File: src/rtl/event_fire_scheduler.sv
// event_fire_scheduler
//   Round-robin scheduler for a bank of negedge-triggered event sources. Each
//   grant drives the chosen source's switch low for L cycles. A one-cycle DONE
//   state follows, then G recovery cycles. Only one source is fired at a time.
//
// Ports
//   clk, rstn      clock, synchronous active-low reset
//   enable_i       allow new grants (an in-flight sequence always completes)
//   req_i          level request per source, held by requester until ack
//   low_cycles_i   switch-low duration L (0 behaves as 1), sampled at grant
//   gap_cycles_i   recovery cycles G after DONE (0 allowed), sampled at grant
//   switch_o       per-source switch, idle high, falling edge fires
//   ack_o          one-cycle pulse when the granted source's fire completes
//   busy_o         high whenever the FSM is not idle
//   cur_src_o      granted source index, valid while busy_o
//   fire_cnt_o     completed-fire counter, wraps silently
module event_fire_scheduler #(
  parameter int unsigned N_SRC  = 4,
  parameter int unsigned CNT_W  = 8,
  parameter int unsigned FCNT_W = 16,
  localparam int unsigned SRC_W = (N_SRC > 1) ? $clog2(N_SRC) : 1
) (
  input  logic              clk,
  input  logic              rstn,
  input  logic              enable_i,
  input  logic [N_SRC-1:0]  req_i,
  input  logic [CNT_W-1:0]  low_cycles_i,
  input  logic [CNT_W-1:0]  gap_cycles_i,
  output logic [N_SRC-1:0]  switch_o,
  output logic [N_SRC-1:0]  ack_o,
  output logic              busy_o,
  output logic [SRC_W-1:0]  cur_src_o,
  output logic [FCNT_W-1:0] fire_cnt_o
);

  typedef enum logic [1:0] {StIdle, StLow, StDone, StGap} state_e;

  state_e             state_q, state_d;
  logic [CNT_W-1:0]   cnt_q, cnt_d;
  logic [CNT_W-1:0]   gap_q, gap_d;
  logic [SRC_W-1:0]   src_q, src_d;
  logic [SRC_W-1:0]   ptr_q, ptr_d;
  logic [N_SRC-1:0]   switch_q, switch_d;
  logic [N_SRC-1:0]   ack_q, ack_d;
  logic               busy_q, busy_d;
  logic [FCNT_W-1:0]  fire_cnt_q, fire_cnt_d;

  // Round-robin pick: first set request at or after the pointer, wrapping.
  logic             found;
  logic [SRC_W-1:0] pick;

  always_comb begin
    int unsigned idx;
    found = 1'b0;
    pick  = ptr_q;
    idx   = 0;
    for (int unsigned i = 0; i < N_SRC; i++) begin
      idx = (32'(ptr_q) + i) % N_SRC;
      if (!found && req_i[idx[SRC_W-1:0]]) begin
        found = 1'b1;
        pick  = idx[SRC_W-1:0];
      end
    end
  end

  always_comb begin
    state_d    = state_q;
    cnt_d      = cnt_q;
    gap_d      = gap_q;
    src_d      = src_q;
    ptr_d      = ptr_q;
    switch_d   = switch_q;
    ack_d      = '0;
    busy_d     = busy_q;
    fire_cnt_d = fire_cnt_q;

    case (state_q)
      StIdle: begin
        if (enable_i && found) begin
          state_d        = StLow;
          src_d          = pick;
          cnt_d          = (low_cycles_i == '0) ? CNT_W'(1) : low_cycles_i;
          gap_d          = gap_cycles_i;
          switch_d       = '1;
          switch_d[pick] = 1'b0;
          busy_d         = 1'b1;
        end
      end
      StLow: begin
        if (cnt_q == CNT_W'(1)) begin
          state_d       = StDone;
          switch_d      = '1;
          ack_d[src_q]  = 1'b1;
          fire_cnt_d    = fire_cnt_q + FCNT_W'(1);
          ptr_d         = (src_q == SRC_W'(N_SRC - 1)) ? '0 : src_q + SRC_W'(1);
        end else begin
          cnt_d = cnt_q - CNT_W'(1);
        end
      end
      StDone: begin
        if (gap_q == '0) begin
          state_d = StIdle;
          busy_d  = 1'b0;
        end else begin
          state_d = StGap;
          cnt_d   = gap_q;
        end
      end
      StGap: begin
        if (cnt_q == CNT_W'(1)) begin
          state_d = StIdle;
          busy_d  = 1'b0;
        end else begin
          cnt_d = cnt_q - CNT_W'(1);
        end
      end
      default: begin
        state_d  = StIdle;
        switch_d = '1;
        busy_d   = 1'b0;
      end
    endcase
  end

  always_ff @(posedge clk) begin
    if (!rstn) begin
      state_q    <= StIdle;
      cnt_q      <= '0;
      gap_q      <= '0;
      src_q      <= '0;
      ptr_q      <= '0;
      switch_q   <= '1;
      ack_q      <= '0;
      busy_q     <= 1'b0;
      fire_cnt_q <= '0;
    end else begin
      state_q    <= state_d;
      cnt_q      <= cnt_d;
      gap_q      <= gap_d;
      src_q      <= src_d;
      ptr_q      <= ptr_d;
      switch_q   <= switch_d;
      ack_q      <= ack_d;
      busy_q     <= busy_d;
      fire_cnt_q <= fire_cnt_d;
    end
  end

  assign switch_o   = switch_q;
  assign ack_o      = ack_q;
  assign busy_o     = busy_q;
  assign cur_src_o  = src_q;
  assign fire_cnt_o = fire_cnt_q;

endmodule

File: config.mk
export PLATFORM = sky130hd
export DESIGN_NAME = event_fire_scheduler
export DESIGN_NICKNAME = d
export VERILOG_FILES = /design/src/rtl/event_fire_scheduler.sv
export SDC_FILE = /design/constraint.sdc
export NUM_CORES = 1
export LEC_CHECK = 0
export CELL_PAD_IN_SITES_DETAIL_PLACEMENT = 1
export CELL_PAD_IN_SITES_GLOBAL_PLACEMENT = 2
export CORE_MARGIN = 2
export CORE_UTILIZATION = 29
export CTS_BUF_LIST = sky130_fd_sc_hd__clkbuf_16
export CTS_CLUSTER_DIAMETER = 120
export CTS_CLUSTER_SIZE = 12
export DETAILED_ROUTE_END_ITERATION = 10
export PLACE_DENSITY_LB_ADDON = 0.1
export SYNTH_ARGS = -nofsm -noshare
export SYNTH_HDL_FRONTEND = slang
export SYNTH_SLANG_ARGS = --single-unit
File: constraint.sdc
create_clock -name clk -period 2.95 [get_ports clk]
set_input_delay 0.59 -clock clk [delete_from_list [all_inputs] [get_ports clk]]
set_output_delay 0.59 -clock clk [all_outputs]
set_load 0.01 [all_outputs]
==> results.json, run 1 <==
{
  "min-delay-path-class": "reg -> reg",
  "crit_chain": "clkdlybuf4s50_1 -> o41ai_2 -> buf_4 -> mux2i_1 -> nor3_1 -> a221oi_1 -> a21oi_1",
  "cts_buffer_depth": 2,
  "syn_area_per_cell_um2": 8.42,
  "die_area_um2": 8780,
  "final_common_cell": "clkdlybuf4s50_1",
  "cts_inserted_buffers": 5,
  "finalMaxSlewViolations": 0,
  "start_kind": "primary input",
  "wl_per_cell_um": 14.5,
  "synth_nets": 307,
  "root_buffer": "clkbuf_16",
  "grt_max_degree": 22,
  "internal-power_uw": 1190,
  "ios": 50,
  "cts_setup_buffers": 0,
  "nNetsFinal": 360,
  "slowest_stage": "o41ai_2",
  "p_sw_uw": 432,
  "antenna_cells": 0,
  "rows": 32,
  "gp_congestion": 0.794,
  "cts.sinks": 47,
  "period_share": 0.763,
  "cap_violations": 0,
  "p_per_area_nw_per_um2": 515,
  "cts_resized": 0,
  "vias": 2197,
  "total_power_uw": 1620,
  "setup_viol": 0,
  "critPathBufInv": 2,
  "seq_power_share": 0.433,
  "grt_pass1_wl_um": 10400,
  "status": "finished, final reports clean",
  "rsz0062_at_grt": "no",
  "grt_pass1_vias": 2094,
  "wl_um": 6280,
  "antenna_found_initial": 0,
  "ff_latch_area_um2": 941,
  "tritoncts": "built",
  "start_util": 0.300,
  "first_pass_iters": 4,
  "synth-seq-cells": 47,
  "maxSlewHeadroom": 0.604,
  "path_delay_family": "compound AO/OA/AOI/OAI gates",
  "core-area_um2": 7770,
  "finalSetupTns_ps": 0,
  "clock_latency_ps": 290,
  "area_growth_pct": 34.9,
  "slowest_delay_ps": 520,
  "pre_cts_slack_ps": 422,
  "fillers": 939,
  "postRouteAntennaNets": 0,
  "synth_edf_count": 0,
  "path_class": "in -> reg",
  "p_leak_uw": 0.00118,
  "post-route-min-period_ps": 2250,
  "worstSetupEndpointType": "register",
  "routed_via_density": 5.07,
  "drive_gt1_frac": 0.0785,
  "dp_hpwl_um": 4690,
  "postCtsHoldBufs": 0,
  "clk_pin_slew_worst_paths_ps": 70,
  "die_h_um": 93.7,
  "grt_usage": 0.150,
  "ys.flop_type": "dfxtp_1",
  "final_util": 0.405,
  "htree_levels": 2,
  "drc_errors": 0,
  "ys_warn_count": 0,
  "worst_slew_pin_slew_ps": 594,
  "power.share.combinational": 0.167,
  "netSwitchingFraction": 0.266,
  "clock_skew_ps": 8.19,
  "placed_area_um2": 2980,
  "drt_iter0_drc": 52,
  "required_ps": 3120,
  "die_w_um": 93.7,
  "worstPathMaxFanout": 6,
  "syn_area_um2": 2330,
  "seq_area_frac_synth": 0.403,
  "async_reset_ff_frac": 0,
  "synth_cell_types": 46,
  "hold_viol": 0,
  "stdcell_area_um2": 3150,
  "synth_top_area_share": 0.403,
  "yosys-top-cells-area": "dfxtp_1 40%, nand2_1 5.5%, xor2_1 4.5%",
  "syn-instance-count": 277,
  "max_freq_ghz": 0.445,
  "finalWorstSetupSlack_ps": 701,
  "io_buffers": 49,
  "final_cell_mix": "49 x clkdlybuf4s50_1, 47 x dfxtp_1, 34 x nand2_1",
  "multi_input_area_um2": 1310,
  "clkPwrFrac": 0.400,
  "grt-ovfl-total": 0,
  "synth_top_area_cell": "dfxtp_1",
  "crit_arrival_ps": 2420,
  "ir_worst_vdd_uv": 198
}
synth_stat cells, types with 2 or more instances:
cell / instances
a211o_1: 2
a211oi_1: 3
a21oi_1: 15
and2_1: 6
and3_1: 6
and4_1: 3
buf_2: 2
clkbuf_1: 11
dfxtp_1: 47
ha_1: 7
inv_1: 8
mux2_2: 3
mux2i_1: 6
nand2_1: 34
nand2b_1: 5
nand3_1: 7
nand4_1: 7
nor2_1: 26
nor2b_1: 3
nor3_1: 12
nor3b_1: 2
nor4_1: 4
o211ai_1: 2
o21ai_0: 15
o31ai_1: 2
o32ai_1: 2
o41ai_1: 2
or3_1: 3
xnor2_1: 4
xor2_1: 12
worst register-to-register path: stages (launching register included):
cell	delay [ps]
dfxtp_1	370
or4_1	720
nor4_4	390
nand4_2	180
or3_1	370
a21oi_1	130
worst paths after layout:
check             slack, ps  cells after the start     start        endpoint
setup / recovery        700                      7  req_i[0]        cnt_q[6]
hold / removal          480                      2  gap_q[4]        gap_q[4]
setup reg to reg        720                      5  cnt_q[2]  fire_cnt_o[15]
hold reg to reg         480                      2  gap_q[4]        gap_q[4]
registers in the layout (all words and copies together), names as in the netlist:
register,flops
busy_o,1
ptr_q,2
fire_cnt_o,16
cnt_q,8
switch_o,4
gap_q,8
ack_o,4
cur_src_o,2
state_q,2
power by group through the flow:
stage	registers, uW	clock network, uW	logic, uW
2_1_floorplan	709	0	172
3_3_place_gp	718	0	271
3_5_place_dp	718	0	273
4_1_cts	704	669	275
5_1_grt	709	693	304
6_report	703	649	270
metrics by stage:
| step | instances | hold WS (ps) |
|---|---|---|
| final | 433 | 477 |
| after detailed placement | 425 | 478 |
| after global routing | 433 | 516 |
| after CTS | 433 | 484 |
| after floorplan | 277 | 446 |
| after global placement | 425 | 468 |
final cells by class:
type | count | share of cell area
Tap cell | 102 | 0.0406
Inverter | 8 | 0.00954
Clock inverter | 3 | 0.0139
Multi-Input combinational cell | 208 | 0.415
Clock buffer | 5 | 0.0398
Timing Repair Buffer | 60 | 0.182
Sequential cell | 47 | 0.299
kinds of logic (layout without fill, tap and decap cells):
family / count (synthesis) / count (layout) / share of synthesized area
AO/OA/AOI/OAI: 52 / 52 / 0.145
XOR/XNOR: 16 / 16 / 0.0601
adder cells (fa/ha/maj): 7 / 7 / 0.0376
buffers and inverters: 22 / 76 / 0.0365
flip-flops: 47 / 47 / 0.403
multiplexers: 9 / 9 / 0.0402
AND/OR/NAND/NOR: 124 / 124 / 0.277
metal layers:
metal	part of all wire	wire length (um)	track usage
met4	0.0096	60	0.0326
met3	0.032	201	0.0337
met5	0	0	0
met1	0.47	2980	0.188
met2	0.48	3040	0.261
Note: power is estimated with default switching activity, not from simulation.
==> run 2, diff against run 1 <==
==> constraint.sdc (replaced) <==
create_clock -name clk -period 2.2 [get_ports clk]
set_input_delay 0.44 -clock clk [delete_from_list [all_inputs] [get_ports clk]]
set_output_delay 0.44 -clock clk [all_outputs]
set_load 0.01 [all_outputs]
==> run 2 against run 1 <==
Effect of this change: register-to-register slack got worse by 600 ps; design area grew 3.5%; non-clock buffer count grew 16; clock skew hardly changed.
==> results.json, run 2 (synthesized netlist as in run 1, its figures left out) <==
{
  "htree_levels": 2,
  "cts_buffer_depth": 2,
  "die_area_um2": 8780,
  "grt-ovfl-total": 0,
  "tritoncts": "built",
  "p_per_area_nw_per_um2": 650,
  "gp_congestion": 0.829,
  "grt_pass1_vias": 2278,
  "drive_gt1_frac": 0.130,
  "cts_inserted_buffers": 5,
  "largest_register_ffs": 16,
  "nNetsFinal": 376,
  "rsz0062_at_grt": "yes",
  "dp_hpwl_um": 5080,
  "min-delay-path-class": "reg -> reg",
  "slowest_stage": "or4bb_4",
  "max_freq_ghz": 0.480,
  "cts.sinks": 47,
  "clock_latency_ps": 290,
  "rows": 32,
  "vias": 2252,
  "grt_usage": 0.164,
  "wl_per_cell_um": 14.9,
  "finalSetupTns_ps": 0,
  "ios": 50,
  "core-area_um2": 7770,
  "worst_slew_pin_slew_ps": 397,
  "p_leak_uw": 0.00124,
  "crit_chain": "inv_1 -> ha_2 -> or4bb_4 -> nor4_4 -> buf_6 -> nand4_1 -> xnor2_1 -> and2_1",
  "wl_um": 6690,
  "hold_viol": 0,
  "grt_max_degree": 21,
  "io_buffers": 49,
  "maxSlewHeadroom": 0.728,
  "grt_pass1_wl_um": 11300,
  "routed_via_density": 5.02,
  "final_cell_mix": "49 x clkdlybuf4s50_1, 46 x dfxtp_1, 34 x nand2_1",
  "ir_worst_vdd_uv": 307,
  "postRouteAntennaNets": 0,
  "antenna_cells": 0,
  "antenna_found_initial": 0,
  "finalMaxSlewViolations": 0,
  "drc_errors": 0,
  "placed_area_um2": 3090,
  "post-route-min-period_ps": 2080,
  "clk_pin_slew_worst_paths_ps": 70,
  "drt_iter0_drc": 30,
  "clock_skew_ps": 7.84,
  "die_w_um": 93.7,
  "start_util": 0.300,
  "worstPathMaxFanout": 9,
  "die_h_um": 93.7,
  "slowest_delay_ps": 470,
  "cap_violations": 0,
  "worstSetupEndpointType": "register",
  "period_share": 0.947,
  "status": "finished, final reports clean",
  "path_class": "reg -> reg",
  "setup_viol": 0,
  "first_pass_iters": 4,
  "fillers": 934,
  "required_ps": 2380,
  "crit_arrival_ps": 2270,
  "root_buffer": "clkbuf_16",
  "stdcell_area_um2": 3260,
  "start_kind": "register",
  "area_growth_pct": 39.7,
  "final_common_cell": "clkdlybuf4s50_1"
}
-- run 2: worst paths after layout --
kind         startpoint             end  slack [ps]  cells after the start
min reg2reg    gap_q[1]        gap_q[1]         480                      2
max            cnt_q[1]  fire_cnt_o[11]         120                      8
min            gap_q[1]        gap_q[1]         480                      2
max reg2reg    cnt_q[1]  fire_cnt_o[11]         120                      8
-- run 2: critical path: cells and delay by family, from the launching register on --
family	cells	cell delay, ps
and+or+nand+nor	4	1050
buffers and inverters	2	260
xor gates and xnor gates	1	150
DFF	1	340
adders and majority gates	1	200
-- run 2: per-layer routing --
| layer | GRT usage | vias to the layer above | wire length, um |
|---|---|---|---|
| met5 | 0 | - | 0 |
| met4 | 0.0386 | 0 | 63 |
| met3 | 0.0353 | 5 | 230 |
| met2 | 0.293 | 37 | 3340 |
| met1 | 0.200 | 1085 | 3060 |
| li1 | - | 1125 | - |
-- run 2: power by group --
group	internal [uW]	switching (uW)
logic	206	220
registers	894	39.8
clock network	420	337
total	1520	597
-- run 2: what timing repair did --
| action | 4_1_cts | 5_1_grt |
|---|---|---|
| resized for setup | 0 | 5 |
| setup buffers | 0 | 1 |
| setup endpoints to repair | 0 | 1 |
| hold buffers | 0 | 0 |
| endpoints found under the hold margin | 0 | 0 |
-- run 2: layout make-up --
cell class	instances	area, um2	area share
Multi-Input combinational cell	208	1320	0.404
Tap cell	102	128	0.0392
Clock inverter	3	20.0	0.00614
Timing Repair Buffer	76	697	0.214
Clock buffer	5	125	0.0384
Inverter	8	30.0	0.00922
Sequential cell	47	942	0.289
-- run 2: per-stage QoR --
step / hold WS [ps] / util / worst slack (ps) / power [uW] / cells
6_report: 479 / 0.419 / 116 / 2120 / 449
2_1_floorplan: 446 / - / 23.6 / 1180 / 277
3_3_place_gp: 471 / 0.398 / 41.7 / 1380 / 440
4_1_cts: 489 / 0.417 / 127 / 2140 / 448
5_1_grt: 513 / 0.419 / -10.3 / 2240 / 449
3_5_place_dp: 482 / 0.398 / 0.102 / 1380 / 440
==> RTL edit 1: new RTL, config.mk and constraints of run 2 <==
The parameter `FCNT_W` goes from 16 to 24.
--- a/src/rtl/event_fire_scheduler.sv
+++ b/src/rtl/event_fire_scheduler.sv
@@ -17,7 +17,7 @@
 module event_fire_scheduler #(
   parameter int unsigned N_SRC  = 4,
   parameter int unsigned CNT_W  = 8,
-  parameter int unsigned FCNT_W = 16,
+  parameter int unsigned FCNT_W = 24,
   localparam int unsigned SRC_W = (N_SRC > 1) ? $clog2(N_SRC) : 1
 ) (
   input  logic              clk,
Ports: changed (resized fire_cnt_o); port bits go from 50 to 58. No check against the original RTL was run, so the function may have changed too.
==> RTL edit 1 against run 2 <==
The flow now finishes with violations (setup timing). Die area is 20% higher. Clock power is 7.0% higher. Wire length is 34% higher. Worst setup slack worse by 0.13 ns. Clock skew shrank 0.0032 ns. Sequential power up 17%. Synthesized area increased by 21%. Design area is 22% higher. Non-clock buffer count increased by 20. Utilization up 0.70 points. Sequential cell count up 8. Total power grew 18%. Worst hold slack got worse by 0.00091 ns. Largest cell class unchanged. Highest routed layer unchanged.
==> RTL edit 1: results (changes against run 2) <==
non-clk buf share=22.05% (was 21.39%); Avg Cell Area, Syn=8.226 um^2 (was 8.420 um^2); max reg flops=24 (was 16); Signal inverters=12 (was 8); hold wc startpoint=fire_cnt_o[23]$_SDFFE_PN0P_ (was gap_q[1]$_SDFFE_PN0P_); DRT Wirelength=8.989 mm (was 6.694 mm); Detailed Route Iter0 Violations=66 (was 30); reg2reg path depth=7 (was 8); Fill cells=1122 (was 934); VDD IR max=0.3073 mV (was 0.3070 mV); failing checks=setup timing; crit path DAT=2.45 ns (was 2.27 ns); Critical Path Slowest Stage Cell=or4b_4 (was or4bb_4); number of global-route vias before repair=2959 (was 2278); Synth Net Count=373 (was 307); skew final=0.004595 ns (was 0.007837 ns); P_leak=1.390 nW (was 1.242 nW); ClkCell Share=3.617% (was 4.455%); Netlist cell types=49 (was 46); die area=10530 um^2 (was 8776 um^2); Final nets=457 (was 376); top cells by count, synth=dfxtp_1 (55), nand2_1 (48), a21oi_1 (32) (was dfxtp_1 (47), nand2_1 (34), nor2_1 (26)); hold path endpoint=fire_cnt_o[23]$_SDFFE_PN0P_ (was gap_q[1]$_SDFFE_PN0P_); combinational logic power=0.000598 W (was 0.000426 W); outcome=finished with violations (was finished, final reports clean); routed vias=2900 (was 2252); Final Wtd Congestion=0.8300 (was 0.8290); placed cells=546 (was 440); Hold WS=0.4781 ns (was 0.4790 ns); global-route usage over all layers=17.88% (was 16.38%); final core utilization=42.64% (was 41.95%); share of layout cells above drive strength 1=14.49% (was 12.97%); P_seq=0.00109 W (was 0.000934 W); Post-Place Setup Slack=-0.1945 ns (was 0.0001019 ns); Repair and plain buffers=96 (was 76); Int Pwr=0.001751 W (was 0.001520 W); Area contributors post-synth=dfxtp_1 (39%), nand2_1 (6.4%), a21oi_1 (5.7%), mux2i_1 (3.5%), or4_1 (3.5%) (was dfxtp_1 (40%), nand2_1 (5.5%), xor2_1 (4.5%), nor2_1 (4.2%), ha_1 (3.8%)); Seq cells post-synth=55 (was 47); Multi-Input Combinational=257 (was 208); slowest cell delay on critical path=0.45 ns (was 0.47 ns); Final Setup Violations=1 (was 0); HPWL after detailed placement=6.687 mm (was 5.082 mm); Slew HR=63.57% (was 72.84%); Placement Cell Area=3764 um^2 (was 3090 um^2); IO Port Bufs=57 (was 49); setup ws final=-0.01589 ns (was 0.1158 ns); Multi-input gate area=1647 um^2 (was 1316 um^2)
## RTL edit 1: cells by family after synthesis
| group | synth area share [%] |
|---|---|
| AO/OA/AOI/OAI | 21.86 |
| XOR/XNOR | 0.9314 |
| adder cells (fa/ha/maj) | 3.104 |
| buffers and inverters | 4.212 |
| flip-flops | 39.02 |
| multiplexers | 3.548 |
| AND/OR/NAND/NOR | 27.32 |
## RTL edit 1: worst max path at each step
stage                                  endpoint  slack [ns]                   from
global route        fire_cnt_o[16]$_SDFFE_PN0P_       -0.06  cnt_q[1]$_SDFFE_PN0P_
CTS                 fire_cnt_o[16]$_SDFFE_PN0P_       0.003  cnt_q[1]$_SDFFE_PN0P_
global placement          cnt_q[7]$_SDFFE_PN0P_       -0.16               req_i[0]
finish              fire_cnt_o[16]$_SDFFE_PN0P_       -0.02  cnt_q[1]$_SDFFE_PN0P_
detailed placement        cnt_q[7]$_SDFFE_PN0P_       -0.19               req_i[0]
floorplan           fire_cnt_o[10]$_SDFFE_PN0P_        0.01  cnt_q[1]$_SDFFE_PN0P_
## RTL edit 1: worst max-delay path, delay by kind of cell (launching register included)
family                     cells  cell delay (ns)
DFF                            1             0.33
adders and majority gates      1             0.14
and+or+nand+nor                3             1.30
AOI/OAI and AO/OA              1             0.15
buffers and inverters          2             0.24
## RTL edit 1: what timing repair did
item                                   in CTS  in global routing
pin swaps                                   5                  1
gates cloned                                1                  0
setup buffers                               1                  1
gates resized for setup                     6                  6
setup endpoints to repair                   7                  7
endpoints found under the hold margin       0                  0
## RTL edit 1: per-layer routing
layer,up-vias,wire length [um],global-route usage (%)
li1,1444,-,-
met1,1418,4526,24.88
met2,32,4157,28.76
met3,6,249,3.254
met4,0,55,4.308
met5,-,0,0
==> RTL edit 2: new RTL, settings of run 2 <==
Without the edit above. The 4 states of `state_e` get a one-hot encoding in 4 bits.
--- a/src/rtl/event_fire_scheduler.sv
+++ b/src/rtl/event_fire_scheduler.sv
@@ -33,7 +33,7 @@
   output logic [FCNT_W-1:0] fire_cnt_o
 );
 
-  typedef enum logic [1:0] {StIdle, StLow, StDone, StGap} state_e;
+  typedef enum logic [3:0] {StIdle = 4'b0001, StLow = 4'b0010, StDone = 4'b0100, StGap = 4'b1000} state_e;
 
   state_e             state_q, state_d;
   logic [CNT_W-1:0]   cnt_q, cnt_d;
Formal check against the unedited RTL: no difference found for any inputs over 4 cycles, from zero or initial values and one cycle with rstn low; so few cycles prove little.
==> RTL edit 2 against run 2 <==
Sequential cell count rose by 2. Synthesized cell count increased by 6.1%. Design area up 8.8%. Synthesized area rose by 8.6%. Combinational power grew 91%. Worst setup slack got worse by 0.0070 ns. Highest routed layer unchanged. Die area increased by 8.2%. Wire length increased by 5.4%. Total power rose by 21%. Largest cell class unchanged. Clock power down 4.0%. First-iteration DRC count up 100%. Critical endpoint is now fire_cnt_o[5]$_SDFFE_PN0P_. Global-route usage down 1.5 points. Sequential share of layout area down 1.3 points.
==> RTL edit 2: results (changes against run 2) <==
global-route wire length before repair=11.76 mm (was 11.32 mm); ClkCell Share=3.740% (was 4.455%); P_leak=1.414 nW (was 1.242 nW); share of layout cells above drive strength 1=13.78% (was 12.97%); Wirelength per Cell=14.77 um (was 14.91 um); largest net degree at the start of global routing=58 (was 21); hold wc startpoint=gap_q[3]$_SDFFE_PN0P_ (was gap_q[1]$_SDFFE_PN0P_); skew final=0.003689 ns (was 0.007837 ns); Critical Path Slowest Stage Cell=or4_4 (was or4bb_4); Detailed Route Iter0 Violations=61 (was 30); Seq/Total Area, Yosys=38.74% (was 40.34%); non-clk buf share=21.74% (was 21.39%); P_seq=0.00103 W (was 0.000934 W); Area contributors post-synth=dfxtp_1 (39%), o21ai_0 (4.7%), and2_1 (4.4%), nand2_1 (4.2%), ha_1 (3.5%) (was dfxtp_1 (40%), nand2_1 (5.5%), xor2_1 (4.5%), nor2_1 (4.2%), ha_1 (3.8%)); Repair and plain buffers=83 (was 76); Hold WS=0.4851 ns (was 0.4790 ns); Fill cells=1014 (was 934); Final nets=400 (was 376); outcome=finished, final reports clean (unchanged); Netlist cell types=51 (was 46); Multi-Input Combinational=223 (was 208); Initial DRT Pass Iterations=7 (was 4); critical path startpoint=cnt_q[7]$_SDFFE_PN0P_ (was cnt_q[1]$_SDFFE_PN0P_); Synth Net Count=324 (was 307); seq_cells=49 (was 47); HPWL after detailed placement=5.210 mm (was 5.082 mm); hold path endpoint=gap_q[3]$_SDFFE_PN0P_ (was gap_q[1]$_SDFFE_PN0P_); Via density=5.105 (was 5.016); reg-to-reg endpoint=fire_cnt_o[5]$_SDFFE_PN0P_ (was fire_cnt_o[11]$_SDFFE_PN0P_); register share of the cell area=27.66% (was 28.92%); global-route usage over all layers=14.91% (was 16.38%)
-- RTL edit 2: repair_timing --
action / CTS / global route
endpoints found under the setup margin: 0 / 13
gates resized for setup: 0 / 7
hold buffers: 0 / 0
hold endpoints to repair: 0 / 0
-- RTL edit 2: how the worst max path moves through the flow --
stage / slack [ns] / end / depth (start not counted)
CTS: 0.004 / fire_cnt_o[13]$_SDFFE_PN0P_ / 7
detailed placement: -0.26 / cnt_q[5]$_SDFFE_PN0P_ / 8
floorplan: 0.05 / fire_cnt_o[13]$_SDFFE_PN0P_ / 8
global route: 0.04 / fire_cnt_o[5]$_SDFFE_PN0P_ / 4
finish: 0.11 / fire_cnt_o[5]$_SDFFE_PN0P_ / 4
global placement: -0.24 / cnt_q[5]$_SDFFE_PN0P_ / 8
-- RTL edit 2: kinds of logic after synthesis --
kind of cell / Yosys count / share of synthesized area [%]
fa+ha+maj: 7 / 3.458
xor+xnor: 17 / 5.880
compound gates: 67 / 17.64
flops: 49 / 38.74
mux: 3 / 1.186
buf+inv: 23 / 4.051
simple gates: 128 / 29.05
-- RTL edit 2: per-stage QoR --
| step | instances | worst slack (ns) | instance area, um^2 | setup TNS, ns |
|---|---|---|---|---|
| global placement | 470 | -0.2425 | 3366 | -4.105 |
| global route | 478 | 0.03532 | 3546 | 0 |
| floorplan | 294 | 0.04605 | 2532 | 0 |
| finish | 478 | 0.1087 | 3546 | 0 |
| CTS | 477 | 0.003929 | 3498 | 0 |
| detailed placement | 470 | -0.2592 | 3366 | -4.612 |
-- RTL edit 2: layer usage --
metal / part of all wire, % / vias to the layer above / global-route usage, %
li1: - / 1214 / -
met1: 49 / 1187 / 20.22
met2: 47 / 31 / 24.46
met3: 2.3 / 8 / 2.518
met4: 1.1 / 0 / 4.167
met5: 0 / - / 0
